**src/rtl/serial_word_collector_pkg.sv**
```systemverilog
// rtl/serial_word_collector_pkg.sv - shared types and constants for the serial word collector
package serial_pkg;

  localparam int DEFAULT_WIDTH = 5;

  localparam logic START_BIT = 1'b0;
  localparam logic STOP_BIT  = 1'b1;

  typedef enum logic [1:0] {
    IDLE,
    DATA,
    PARITY,
    STOP
  } state_t;

endpackage

```
**src/rtl/serial_word_collector_if.sv**
```systemverilog
// rtl/serial_word_collector_if.sv - serial bit input and word/pulse output bundle
interface serial_word_collector_if
  import serial_pkg::*;
#(
  parameter int WIDTH = DEFAULT_WIDTH
);

  logic             serial_in;
  logic             bit_valid;
  logic [WIDTH-1:0] word_out;
  logic             load_en;
  logic             frame_err;
  logic             busy;

  modport master (
    output serial_in, bit_valid,
    input  word_out, load_en, frame_err, busy
  );

  modport slave (
    input  serial_in, bit_valid,
    output word_out, load_en, frame_err, busy
  );

endinterface

```
**src/rtl/serial_word_collector_bit_counter_en.sv**
```systemverilog
// rtl/serial_word_collector_bit_counter_en.sv - clearable enabled up-counter with terminal-count flag
module bit_counter_en #(
  parameter  int WIDTH = 5,
  localparam int CNT_W = $clog2(WIDTH)
) (
  input  logic             clk,
  input  logic             rst,
  input  logic             clr,
  input  logic             en,
  output logic [CNT_W-1:0] count,
  output logic             tc
);

  always_ff @(posedge clk) begin
    if (rst || clr) begin
      count <= '0;
    end else if (en) begin
      count <= count + CNT_W'(1);
    end
  end

  assign tc = (count == CNT_W'(WIDTH - 1));

endmodule

```
**src/rtl/serial_word_collector.sv**
```systemverilog
// rtl/serial_word_collector.sv - assembles LSB-first start/data/stop frames into words
// Optional even-parity bit between data and stop when SERIAL_PARITY_EN is defined.
module serial_word_collector
  import serial_pkg::*;
#(
  parameter int WIDTH = DEFAULT_WIDTH
) (
  input  logic                    clk,
  input  logic                    rst,
  serial_word_collector_if.slave  bus
);

  localparam int CNT_W = $clog2(WIDTH);

  state_t             state_q, state_d;
  logic [WIDTH-1:0]   shift_q;
  logic [WIDTH-1:0]   word_q;
  logic               load_q, load_d;
  logic               err_q, err_d;
  logic               cnt_clr, cnt_en, cnt_tc, shift_we;
  logic [CNT_W-1:0]   cnt;
  logic               good_stop;

  bit_counter_en #(.WIDTH(WIDTH)) u_cnt (
    .clk   (clk),
    .rst   (rst),
    .clr   (cnt_clr),
    .en    (cnt_en),
    .count (cnt),
    .tc    (cnt_tc)
  );

`ifdef SERIAL_PARITY_EN
  logic par_we, par_err_q;

  // Latched at the parity strobe so the frame still runs through its stop bit.
  always_ff @(posedge clk) begin
    if (rst) begin
      par_err_q <= 1'b0;
    end else if (par_we) begin
      par_err_q <= (^shift_q) ^ bus.serial_in;
    end
  end

  assign good_stop = (bus.serial_in == STOP_BIT) && !par_err_q;
`else
  assign good_stop = (bus.serial_in == STOP_BIT);
`endif

  always_comb begin
    state_d  = state_q;
    cnt_clr  = 1'b0;
    cnt_en   = 1'b0;
    shift_we = 1'b0;
    load_d   = 1'b0;
    err_d    = 1'b0;
`ifdef SERIAL_PARITY_EN
    par_we   = 1'b0;
`endif
    case (state_q)
      IDLE: begin
        cnt_clr = 1'b1;
        if (bus.bit_valid && (bus.serial_in == START_BIT)) begin
          state_d = DATA;
        end
      end
      DATA: begin
        if (bus.bit_valid) begin
          shift_we = 1'b1;
          cnt_en   = 1'b1;
          if (cnt_tc) begin
`ifdef SERIAL_PARITY_EN
            state_d = PARITY;
`else
            state_d = STOP;
`endif
          end
        end
      end
`ifdef SERIAL_PARITY_EN
      PARITY: begin
        if (bus.bit_valid) begin
          par_we  = 1'b1;
          state_d = STOP;
        end
      end
`endif
      STOP: begin
        if (bus.bit_valid) begin
          state_d = IDLE;
          if (good_stop) begin
            load_d = 1'b1;
          end else begin
            err_d = 1'b1;
          end
        end
      end
      default: begin
        state_d = IDLE;
      end
    endcase
  end

  always_ff @(posedge clk) begin
    if (rst) begin
      state_q <= IDLE;
      shift_q <= '0;
      word_q  <= '0;
      load_q  <= 1'b0;
      err_q   <= 1'b0;
    end else begin
      state_q <= state_d;
      load_q  <= load_d;
      err_q   <= err_d;
      if (shift_we) begin
        shift_q[cnt] <= bus.serial_in;
      end
      if (load_d) begin
        word_q <= shift_q;
      end
    end
  end

  assign bus.word_out  = word_q;
  assign bus.load_en   = load_q;
  assign bus.frame_err = err_q;
  assign bus.busy      = (state_q != IDLE);

endmodule

```
**src/flat_wrapper.sv**
```systemverilog
// flat-port wrapper written by rule: the top's interface ports become plain ports
module serial_word_collector_flat import serial_pkg::*;
#(
  parameter int WIDTH = DEFAULT_WIDTH
)
  (clk, rst, bus_serial_in, bus_bit_valid, bus_word_out, bus_load_en, bus_frame_err, bus_busy);
  serial_word_collector_if #(.WIDTH(WIDTH)) bus_i ();
  input  logic clk;
  input  logic rst;
  input wire logic [$bits(bus_i.serial_in)-1:0] bus_serial_in;
  input wire logic [$bits(bus_i.bit_valid)-1:0] bus_bit_valid;
  output wire logic [$bits(bus_i.word_out)-1:0] bus_word_out;
  output wire logic [$bits(bus_i.load_en)-1:0] bus_load_en;
  output wire logic [$bits(bus_i.frame_err)-1:0] bus_frame_err;
  output wire logic [$bits(bus_i.busy)-1:0] bus_busy;
  assign bus_i.serial_in = bus_serial_in;
  assign bus_i.bit_valid = bus_bit_valid;
  assign bus_word_out = bus_i.word_out;
  assign bus_load_en = bus_i.load_en;
  assign bus_frame_err = bus_i.frame_err;
  assign bus_busy = bus_i.busy;
  serial_word_collector #(.WIDTH(WIDTH)) u_core (.clk(clk), .rst(rst), .bus(bus_i));
endmodule
```
**config.mk**
```make
export PLATFORM = sky130hd
export DESIGN_NAME = serial_word_collector_flat
export DESIGN_NICKNAME = d
export VERILOG_FILES = /design/src/rtl/serial_word_collector_pkg.sv /design/src/rtl/serial_word_collector_if.sv /design/src/rtl/serial_word_collector_bit_counter_en.sv /design/src/rtl/serial_word_collector.sv /design/src/flat_wrapper.sv
export SDC_FILE = /design/constraint.sdc
export NUM_CORES = 1
export LEC_CHECK = 0
export ABC_CLOCK_PERIOD_IN_PS = 1600
export CAP_MARGIN = 0
export CORE_MARGIN = 1.5
export CORE_UTILIZATION = 50
export DETAILED_ROUTE_END_ITERATION = 7
export GPL_ROUTABILITY_DRIVEN = 1
export PLACE_DENSITY_LB_ADDON = 0.2
export SYNTH_ARGS = -nofsm -noshare
export SYNTH_HDL_FRONTEND = slang
export SYNTH_SLANG_ARGS = --single-unit
```
**constraint.sdc**
```tcl
create_clock -name clk -period 1.6 [get_ports clk]
set_input_delay 0.32 -clock clk [delete_from_list [all_inputs] [get_ports clk]]
set_output_delay 0.32 -clock clk [all_outputs]
set_load 0.01 [all_outputs]
```
After elaboration in Yosys (flattened, before gate mapping)

Cells that the tools add are included.

Register bits after elaboration: 17
Bits of input ports: 4
Output and inout port bits: 8
Word-level logic and storage cells: 41

$add $sub $neg: 1
$lt $le $gt $ge: 2
Eq/ne operators: 7
Multiplexer cells: 15
Bitwise gates (word level): 3
Reduce and logical (&&, ||, !) cells: 7

Operators with widths:

| operator            | number |
|---|---|
| $mux 1              | 8 |
| $mux 2              | 4 |
| $pmux 2 s3          | 1 |
| $bwmux 5            | 1 |
| $lt 3x4->1 const B  | 1 |
| $ne 2x1->1 const B  | 2 |
| $ne 2x2->1 const B  | 2 |
| $reduce_and 4->1    | 1 |
| $add 3x1->3 const B | 1 |
| $demux 1 s3         | 1 |
| $eq 3x3->1 const B  | 1 |
| $ge 3x1->1 const B  | 1 |
| $not 1->1           | 3 |
| $reduce_or 3->1     | 1 |
| $eq 2x1->1 const B  | 1 |
| $eq 2x2->1 const B  | 1 |
| $logic_and 1x1->1   | 2 |
| $logic_not 2->1     | 1 |
| $reduce_bool 2->1   | 1 |
| $logic_or 1x1->1    | 1 |

Longest topological paths before layout

Gate-level depths: netlist (run 1).

Depth after elaboration: 5
Depth in mapped cells: 4
Depth with buffers taken out: 4

Hierarchy

From an unflattened synthesis (run 1), not the netlist that was laid out.

Cells, all modules: 74
Area total of the unflattened synthesis: 733.2 um^2

By module, submodules not included:

| module                | instances | cells each | area each (um^2) | sequential area each (um^2) |
|---|---|---|---|---|
| serial_word_collector | 1         | 59         | 575.6            | 280.3 |
| bit_counter_en        | 1         | 15         | 157.7            | 60.1 |

Least setup slack after synthesis (run 1)

No wires, ideal clock.

Kind: reg-to-reg
Start point: register u_core.u_cnt.count[1]
End point: register u_core.u_cnt.count[2]
Library setup time: 75 ps
Arrival time: 1,156 ps
Required time: 1,525 ps
Slack: 370 ps
Cell stages (with the launch flop): 5
Path buffers: 0
Clock period less this slack: 1,230 ps
Cell sequence: dfxtp_1 > ha_1 > nand2_2 > or4b_1 > a31oi_1

Longest elaborated chain between the ends: 1

Ends and longest elaborated chain:

| element                | RTL line                                   | source |
|---|---|---|
| from (decl)            | serial_word_collector_bit_counter_en.sv:10 | `output logic [CNT_W-1:0] count,` |
| from (signal assigned) | serial_word_collector_bit_counter_en.sv:18 | `count <= count + CNT_W'(1);` |
| $add 3x1->3            | serial_word_collector_bit_counter_en.sv:18 |  |

No other way between the ends.
A chain may end at the register's enable or synchronous reset.

Worst setup path after layout (run 1)

Start point: register u_core.word_q[1] (netlist: u_core.bus.word_out[1])
End point: output port bus_word_out[1]

RTL lines:

| element                | RTL line                     | source |
|---|---|---|
| from (decl)            | serial_word_collector.sv:17  | `logic [WIDTH-1:0] word_q;` |
| from (signal assigned) | serial_word_collector.sv:119 | `word_q <= shift_q;` |
| to (decl)              | flat_wrapper.sv:12           | `output wire logic [$bits(bus_i.word_out)-1:0] bus_word_out;` |

No word-level cell between the ends.

==> results of run 1 <==
==> stage by stage <==
stage          cells  TNS [ps]  power (mW)  instance area (µm²)  hold WS [ps]
6_report         116         0       0.718                  963           480
5_1_grt          116         0       0.752                  963           499
4_1_cts          116         0       0.726                  963           486
3_5_place_dp     112      -166       0.498                  937           469
3_3_place_gp     112      -131       0.497                  937           463
2_1_floorplan     79         0       0.468                  751           398
==> layer usage <==
metal | GRT usage | vias to the layer above
met4 | 0.0903 | 0
met1 | 0.206 | 287
met3 | 0.0522 | 2
met2 | 0.263 | 21
li1 | - | 312
met5 | 0 | -
==> cell type report <==
| class | instances | area, µm² |
|---|---|---|
| multi-input cells | 54 | 370 |
| fillers | 117 | 387 |
| inverters | 4 | 15.0 |
| clock inverters | 1 | 5.00 |
| flip-flops and latches | 17 | 340 |
| clock buffers | 3 | 22.5 |
| repair buffers | 22 | 191 |
| well taps | 15 | 18.8 |
==> cell families after synthesis <==
logic type | count (synthesis)
buffers and inverters | 8
and+or+nand+nor | 34
DFF | 17
AOI/OAI and AO/OA | 8
muxes | 10
adders and majority gates | 2
==> Yosys cell counts (all sizes together), types with 2 or more instances <==
cell	n	area, µm²
inv	4	15.0
a21oi	4	20.0
nor3	2	10.0
dfxtp	17	340
nand3	4	20.0
nand2b	9	56.3
mux2i	10	100
nand2	4	17.5
buf	3	21.3
nor2	7	26.3
o21ai	2	10.0
ha	2	25.0
==> cell usage in the layout, fill, tap and decap left out, types with 2 or more instances in the layout <==
| cell type | netlist | routed |
|---|---|---|
| dfxtp_1 | 17 | 17 |
| buf_4 | 0 | 11 |
| mux2i_1 | 10 | 10 |
| clkdlybuf4s50_1 | 0 | 10 |
| nand2b_1 | 9 | 9 |
| nor2_1 | 7 | 7 |
| inv_1 | 4 | 4 |
| nand3_1 | 4 | 4 |
| a21oi_1 | 4 | 4 |
| nand2_1 | 3 | 3 |
| clkbuf_4 | 0 | 3 |
| nor3_1 | 2 | 2 |
| o21ai_0 | 2 | 2 |
| ha_1 | 2 | 2 |
==> flip-flops by register name (all words and copies together) (netlist names) <==
signal / flops
u_core.bus.word_out: 5
u_core.shift_q: 5
u_core.u_cnt.count: 3
u_core.state_q: 2
u_core.bus.frame_err: 1
u_core.bus.load_en: 1
==> worst paths after layout <==
check	from	end	depth (start not counted)
max	u_core.bus.word_out[1]$_SDFFE_PP0P_	bus_word_out[1]	1
min reg2reg	u_core.shift_q[0]$_SDFFE_PP0P_	u_core.shift_q[0]$_SDFFE_PP0P_	2
max reg2reg	u_core.u_cnt.count[1]$_SDFFE_PP0P_	u_core.u_cnt.count[2]$_SDFFE_PP0P_	4
min	u_core.shift_q[0]$_SDFFE_PP0P_	u_core.shift_q[0]$_SDFFE_PP0P_	2
==> power by group through the flow <==
stage,combinational [mW],sequential [mW],clock (mW)
floorplan,0.0306,0.437,0
global route,0.0629,0.429,0.260
CTS,0.0581,0.429,0.239
detailed placement,0.0591,0.438,0
global placement,0.0584,0.438,0
finish,0.0579,0.429,0.231
==> impl_metrics.env, run 1 <==
export IMPL_outcome="finished clean"
export IMPL_rsz0062_at_grt="false"
export IMPL_power_frac_seq=0.597
export IMPL_rows=13
export IMPL_wirelength_mm=1.31
export IMPL_core_area_um2=1350
export IMPL_synth_adder_area_share=0.0333
export IMPL_drt_pass1_iter_count=5
export IMPL_synth_async_reset_ratio=0
export IMPL_ctsResizeCount=1
export IMPL_clock_latency_ps=290
export IMPL_grt_pass1_wl_mm=2.28
export IMPL_synth_xor_area_frac=0
export IMPL_post_route_util=0.714
export IMPL_period_needed_ps=1490
export IMPL_final_setup_skew_ps=5.67
export IMPL_critical_path_max_fanout=2
export IMPL_netSwitchingFraction=0.232
export IMPL_relSlewSlack=0.827
export IMPL_synth_top_family_by_area="simple AND/OR/NAND/NOR gates"
export IMPL_top_layer_used="met4"
export IMPL_power_share_clock=0.322
export IMPL_grt_util_all_layers=0.168
export IMPL_preCtsSetupSlack_ps=-70.5
export IMPL_slowest_stage="clkdlybuf4s50_1"
export IMPL_power_leakage_nw=0.429
export IMPL_yosys_warnings=0
export IMPL_portBuffers=11
export IMPL_period_share=0.933
export IMPL_slew_viol_final=0
export IMPL_synth_seq_cells=17
export IMPL_synthSimpleGateAreaFrac=0.268
export IMPL_path_cells="clkdlybuf4s50_1"
export IMPL_combPwrFrac=0.081
export IMPL_grt_max_degree=12
export IMPL_drtIter0Drc=16
export IMPL_syn2layout_area_growth_pct=28.3
export IMPL_antenna_cells=0
export IMPL_crit_family="buffers and inverters"
export IMPL_syn_area_um2=751
export IMPL_met3_length_um=81
export IMPL_io_pins=12
export IMPL_tritoncts="built"
export IMPL_cts_hold_buffers=0
export IMPL_dieHeight_um=41.8
export IMPL_p_int_mw=0.551
export IMPL_met1Wirelength_um=617
export IMPL_crit_arrival_ps=1170
export IMPL_drive_gt1_frac=0.188
export IMPL_cts_sinks=17
export IMPL_routed_via_count=622
export IMPL_synth_cells=79
export IMPL_seq_area_frac_synth=0.453
export IMPL_yosysUniqueCellTypes=25
export IMPL_drtAntennaViolNets=0
export IMPL_clock_path_buffers=2
export IMPL_synth_flop_cell="dfxtp_1"
export IMPL_gp_congestion=0.824
export IMPL_net_switching_power_mw=0.167
export IMPL_required_ps=1280
export IMPL_r2r_slack_ps=270
export IMPL_initial_core_util=0.556
export IMPL_crit_type="reg2out"
export IMPL_die_area_um2=1740
export IMPL_hpwl_um=975
export IMPL_tightest_slew_ps=260
export IMPL_critPathLaunchType="flip-flop"
export IMPL_num_nets_final=108
export IMPL_synth_compound_area_frac=0.0583
export IMPL_post_cts_buffers=0
export IMPL_die_x_um=41.8
export IMPL_synth_nets=85
export IMPL_peakVddDrop_mv=0.458
export IMPL_avgSynthCellArea_um2=9.50
export IMPL_max_freq_ghz=0.670
export IMPL_power_density_nw_per_um2=745
export IMPL_synthMuxAreaShare=0.133
export IMPL_grt_pass1_vias=570
export IMPL_cts_root_buf="clkbuf_4"
export IMPL_route_detailed_wl_per_inst_um=11.3
export IMPL_hold_viol_final=0
export IMPL_antenna_found_initial=0
export IMPL_vias_per_cell=5.36
export IMPL_worstSetupEndpointType="output pin"
export IMPL_htree_levels=1
export IMPL_setup_violations=0
export IMPL_wl_met2_um=598
export IMPL_overflow=0
export IMPL_cts_made_buffers=3
export IMPL_cap_violations=0
export IMPL_synth_edf_count=0
export IMPL_cts_clk_slew_worst_paths_ps=100
export IMPL_slowest_delay_ps=540
export IMPL_worst_path_buf_inv=1
export IMPL_worstHoldPathType="reg2reg"
export IMPL_drt_drc_violations_left=0
export IMPL_setup_ws_ps=107
Power figures use the tool's default switching activity.
==> run 2: changes to the inputs <==
--- a/config.mk
+++ b/config.mk
@@ -6,5 +6,4 @@
 export NUM_CORES = 1
 export LEC_CHECK = 0
-export ABC_CLOCK_PERIOD_IN_PS = 1600
 export CAP_MARGIN = 0
 export CORE_MARGIN = 1.5
==> constraint.sdc (replaced) <==
create_clock -name clk -period 1.6 [get_ports clk]
set_input_delay 0.32 -clock clk [delete_from_list [all_inputs] [get_ports clk]]
set_output_delay 0.32 -clock clk [all_outputs]
set_load 0.1 [all_outputs]
==> run 2 against run 1 <==
- sequential cell count did not move
- non-clock buffer count down 4
- sequential share of layout area decreased by 1.6 points
- utilization rose by 3.9 points
- clock-buffer cell count increased by 1
- highest routed layer unchanged
- largest cell class unchanged
- die area stayed put
- wire length is 16% higher
- sequential power hardly changed
- clock power barely moved
- register-to-register slack got worse by 110 ps
==> impl_metrics.env, run 2 (synthesis gave the netlist of run 1 again) <==
export IMPL_cp_depth=2
export IMPL_grt_pass1_vias=647
export IMPL_required_ps=1280
export IMPL_overflow=0
export IMPL_drt_drc_violations_left=0
export IMPL_hpwl_mm=1.18
export IMPL_tightest_slew_ps=299
export IMPL_portBuffers=11
export IMPL_rr_endpoint="u_core.u_cnt.count[2]$_SDFFE_PP0P_"
export IMPL_rr_startpoint="u_core.u_cnt.count[1]$_SDFFE_PP0P_"
export IMPL_clock_latency_ps=300
export IMPL_endpoint="bus_busy"
export IMPL_clock_path_buffers=2
export IMPL_core_area_um2=1350
export IMPL_dpl_instance_area_um2=987
export IMPL_period_needed_ps=1510
export IMPL_total_power_mw=0.735
export IMPL_routed_via_count=611
export IMPL_drive_gt1_frac=0.247
export IMPL_final_cell_mix="dfxtp_1 (15), mux2i_1 (10), nand2b_1 (9)"
export IMPL_r2r_slack_ps=160
export IMPL_rsz0062_at_grt="false"
export IMPL_max_freq_ghz=0.664
export IMPL_grt_util_all_layers=0.215
export IMPL_cts_root_buf="clkbuf_4"
export IMPL_syn2layout_area_growth_pct=35.3
export IMPL_cts_sinks=17
export IMPL_num_fill_cells=99
export IMPL_slew_viol_final=0
export IMPL_vias_per_cell=5.46
export IMPL_final_common_cell="dfxtp_1"
export IMPL_path_cells="or2_2, buf_12"
export IMPL_final_setup_skew_ps=1.63
export IMPL_route_detailed_wl_per_inst_um=13.6
export IMPL_antenna_cells=0
export IMPL_dieHeight_um=41.8
export IMPL_worstHoldPathType="reg2reg"
export IMPL_holdCritStartpoint="u_core.shift_q[0]$_SDFFE_PP0P_"
export IMPL_cap_violations=0
export IMPL_fin_cells=112
export IMPL_crit_type="reg2out"
export IMPL_outcome="finished clean"
export IMPL_crit_family="flip-flops"
export IMPL_reg2reg_depth=4
export IMPL_cts_hold_buffers=0
export IMPL_initial_core_util=0.556
export IMPL_slowest_stage="dfxtp_2"
export IMPL_tritoncts="built"
export IMPL_critPathLaunch="u_core.state_q[0]$_SDFFE_PP0P_"
export IMPL_wirelength_mm=1.52
export IMPL_cts_clk_slew_worst_paths_ps=90
export IMPL_hold_viol_final=0
export IMPL_period_share=0.942
export IMPL_rows=13
export IMPL_power_leakage_nw=0.443
export IMPL_setup_violations=0
export IMPL_drtIter0Drc=11
export IMPL_die_area_um2=1740
export IMPL_power_density_nw_per_um2=724
export IMPL_die_x_um=41.8
export IMPL_cts_made_buffers=3
export IMPL_gp_congestion=0.780
export IMPL_drt_pass1_iter_count=4
export IMPL_crit_arrival_ps=1190
export IMPL_slowest_delay_ps=380
export IMPL_peakVddDrop_mv=0.575
export IMPL_grt_max_degree=13
export IMPL_multi_input_area_um2=370
export IMPL_drtAntennaViolNets=0
export IMPL_relSlewSlack=0.800
export IMPL_htree_levels=1
export IMPL_setup_tns_ps=0
export IMPL_num_nets_final=104
export IMPL_io_pins=12
export IMPL_place_inst=108
export IMPL_worstSetupEndpointType="output pin"
export IMPL_grt_pass1_wl_mm=2.79
export IMPL_stdcell_area_um2=1020
export IMPL_register_area_um2=343
export IMPL_antenna_found_initial=0
export IMPL_worst_path_buf_inv=1
export IMPL_critical_path_max_fanout=10
export IMPL_critPathLaunchType="flip-flop"
-- run 2: changes by cell type in the layout (fill, tap and decap cells not counted) --
cell,previous run,this run
clkdlybuf4s50_1,10,3
clkbuf_1,0,1
dlygate4sd2_1,1,0
clkinv_2,1,0
dfxtp_2,0,2
buf_12,0,8
buf_4,11,7
dfxtp_1,17,15
-- run 2: through the flow --
stage               utilization  hold slack [ps]  setup slack (ps)
floorplan                     -              398               335
global placement          0.731              464             -13.1
detailed placement        0.731              471              -147
CTS                       0.751              492              37.4
global route              0.753              522              43.8
finish                    0.753              486              93.3
-- run 2: report_power, final --
group / internal (mW) / switching [mW] / total, mW
clock: 0.0973 / 0.135 / 0.232
combinational: 0.0347 / 0.0360 / 0.0707
sequential: 0.427 / 0.00577 / 0.432
total: 0.559 / 0.176 / 0.735
-- run 2: worst min path at each step --
| stage | slack [ps] | cells past startpoint | endpoint |
|---|---|---|---|
| 2_1_floorplan | 400 | 1 | u_core.bus.frame_err$_SDFF_PP0_ |
| 3_3_place_gp | 460 | 2 | u_core.shift_q[3]$_SDFFE_PP0P_ |
| 3_5_place_dp | 470 | 2 | u_core.shift_q[2]$_SDFFE_PP0P_ |
| 4_1_cts | 490 | 2 | u_core.shift_q[2]$_SDFFE_PP0P_ |
| 5_1_grt | 520 | 2 | u_core.shift_q[0]$_SDFFE_PP0P_ |
| 6_report | 490 | 2 | u_core.shift_q[0]$_SDFFE_PP0P_ |
-- run 2: worst reg2reg max path, stage by stage (launching register included) --
cell and delay (ps):
dfxtp_1 410, ha_1 200, nand2_2 50, or4b_1 500
a31oi_1 210
-- run 2: layout make-up --
type	instances	area share
multi-input combinational	54	0.365
sequential	17	0.337
timing repair buffer	18	0.239
clock buffer	4	0.0259
tap	15	0.0185
inverter	4	0.0148
-- run 2: per-layer routing --
metal / global-route usage / wire, µm / vias up
li1: - / - / 301
met1: 0.230 / 656 / 289
met2: 0.363 / 759 / 16
met3: 0.0783 / 62 / 5
met4: 0.123 / 42 / 0
met5: 0 / 0 / -
-- run 2: timing repair --
action | in CTS | in global routing
buffers inserted | 0 | 0
setup endpoints to repair | 0 | 1
resized for setup | 0 | 2
hold endpoints to repair | 0 | 0
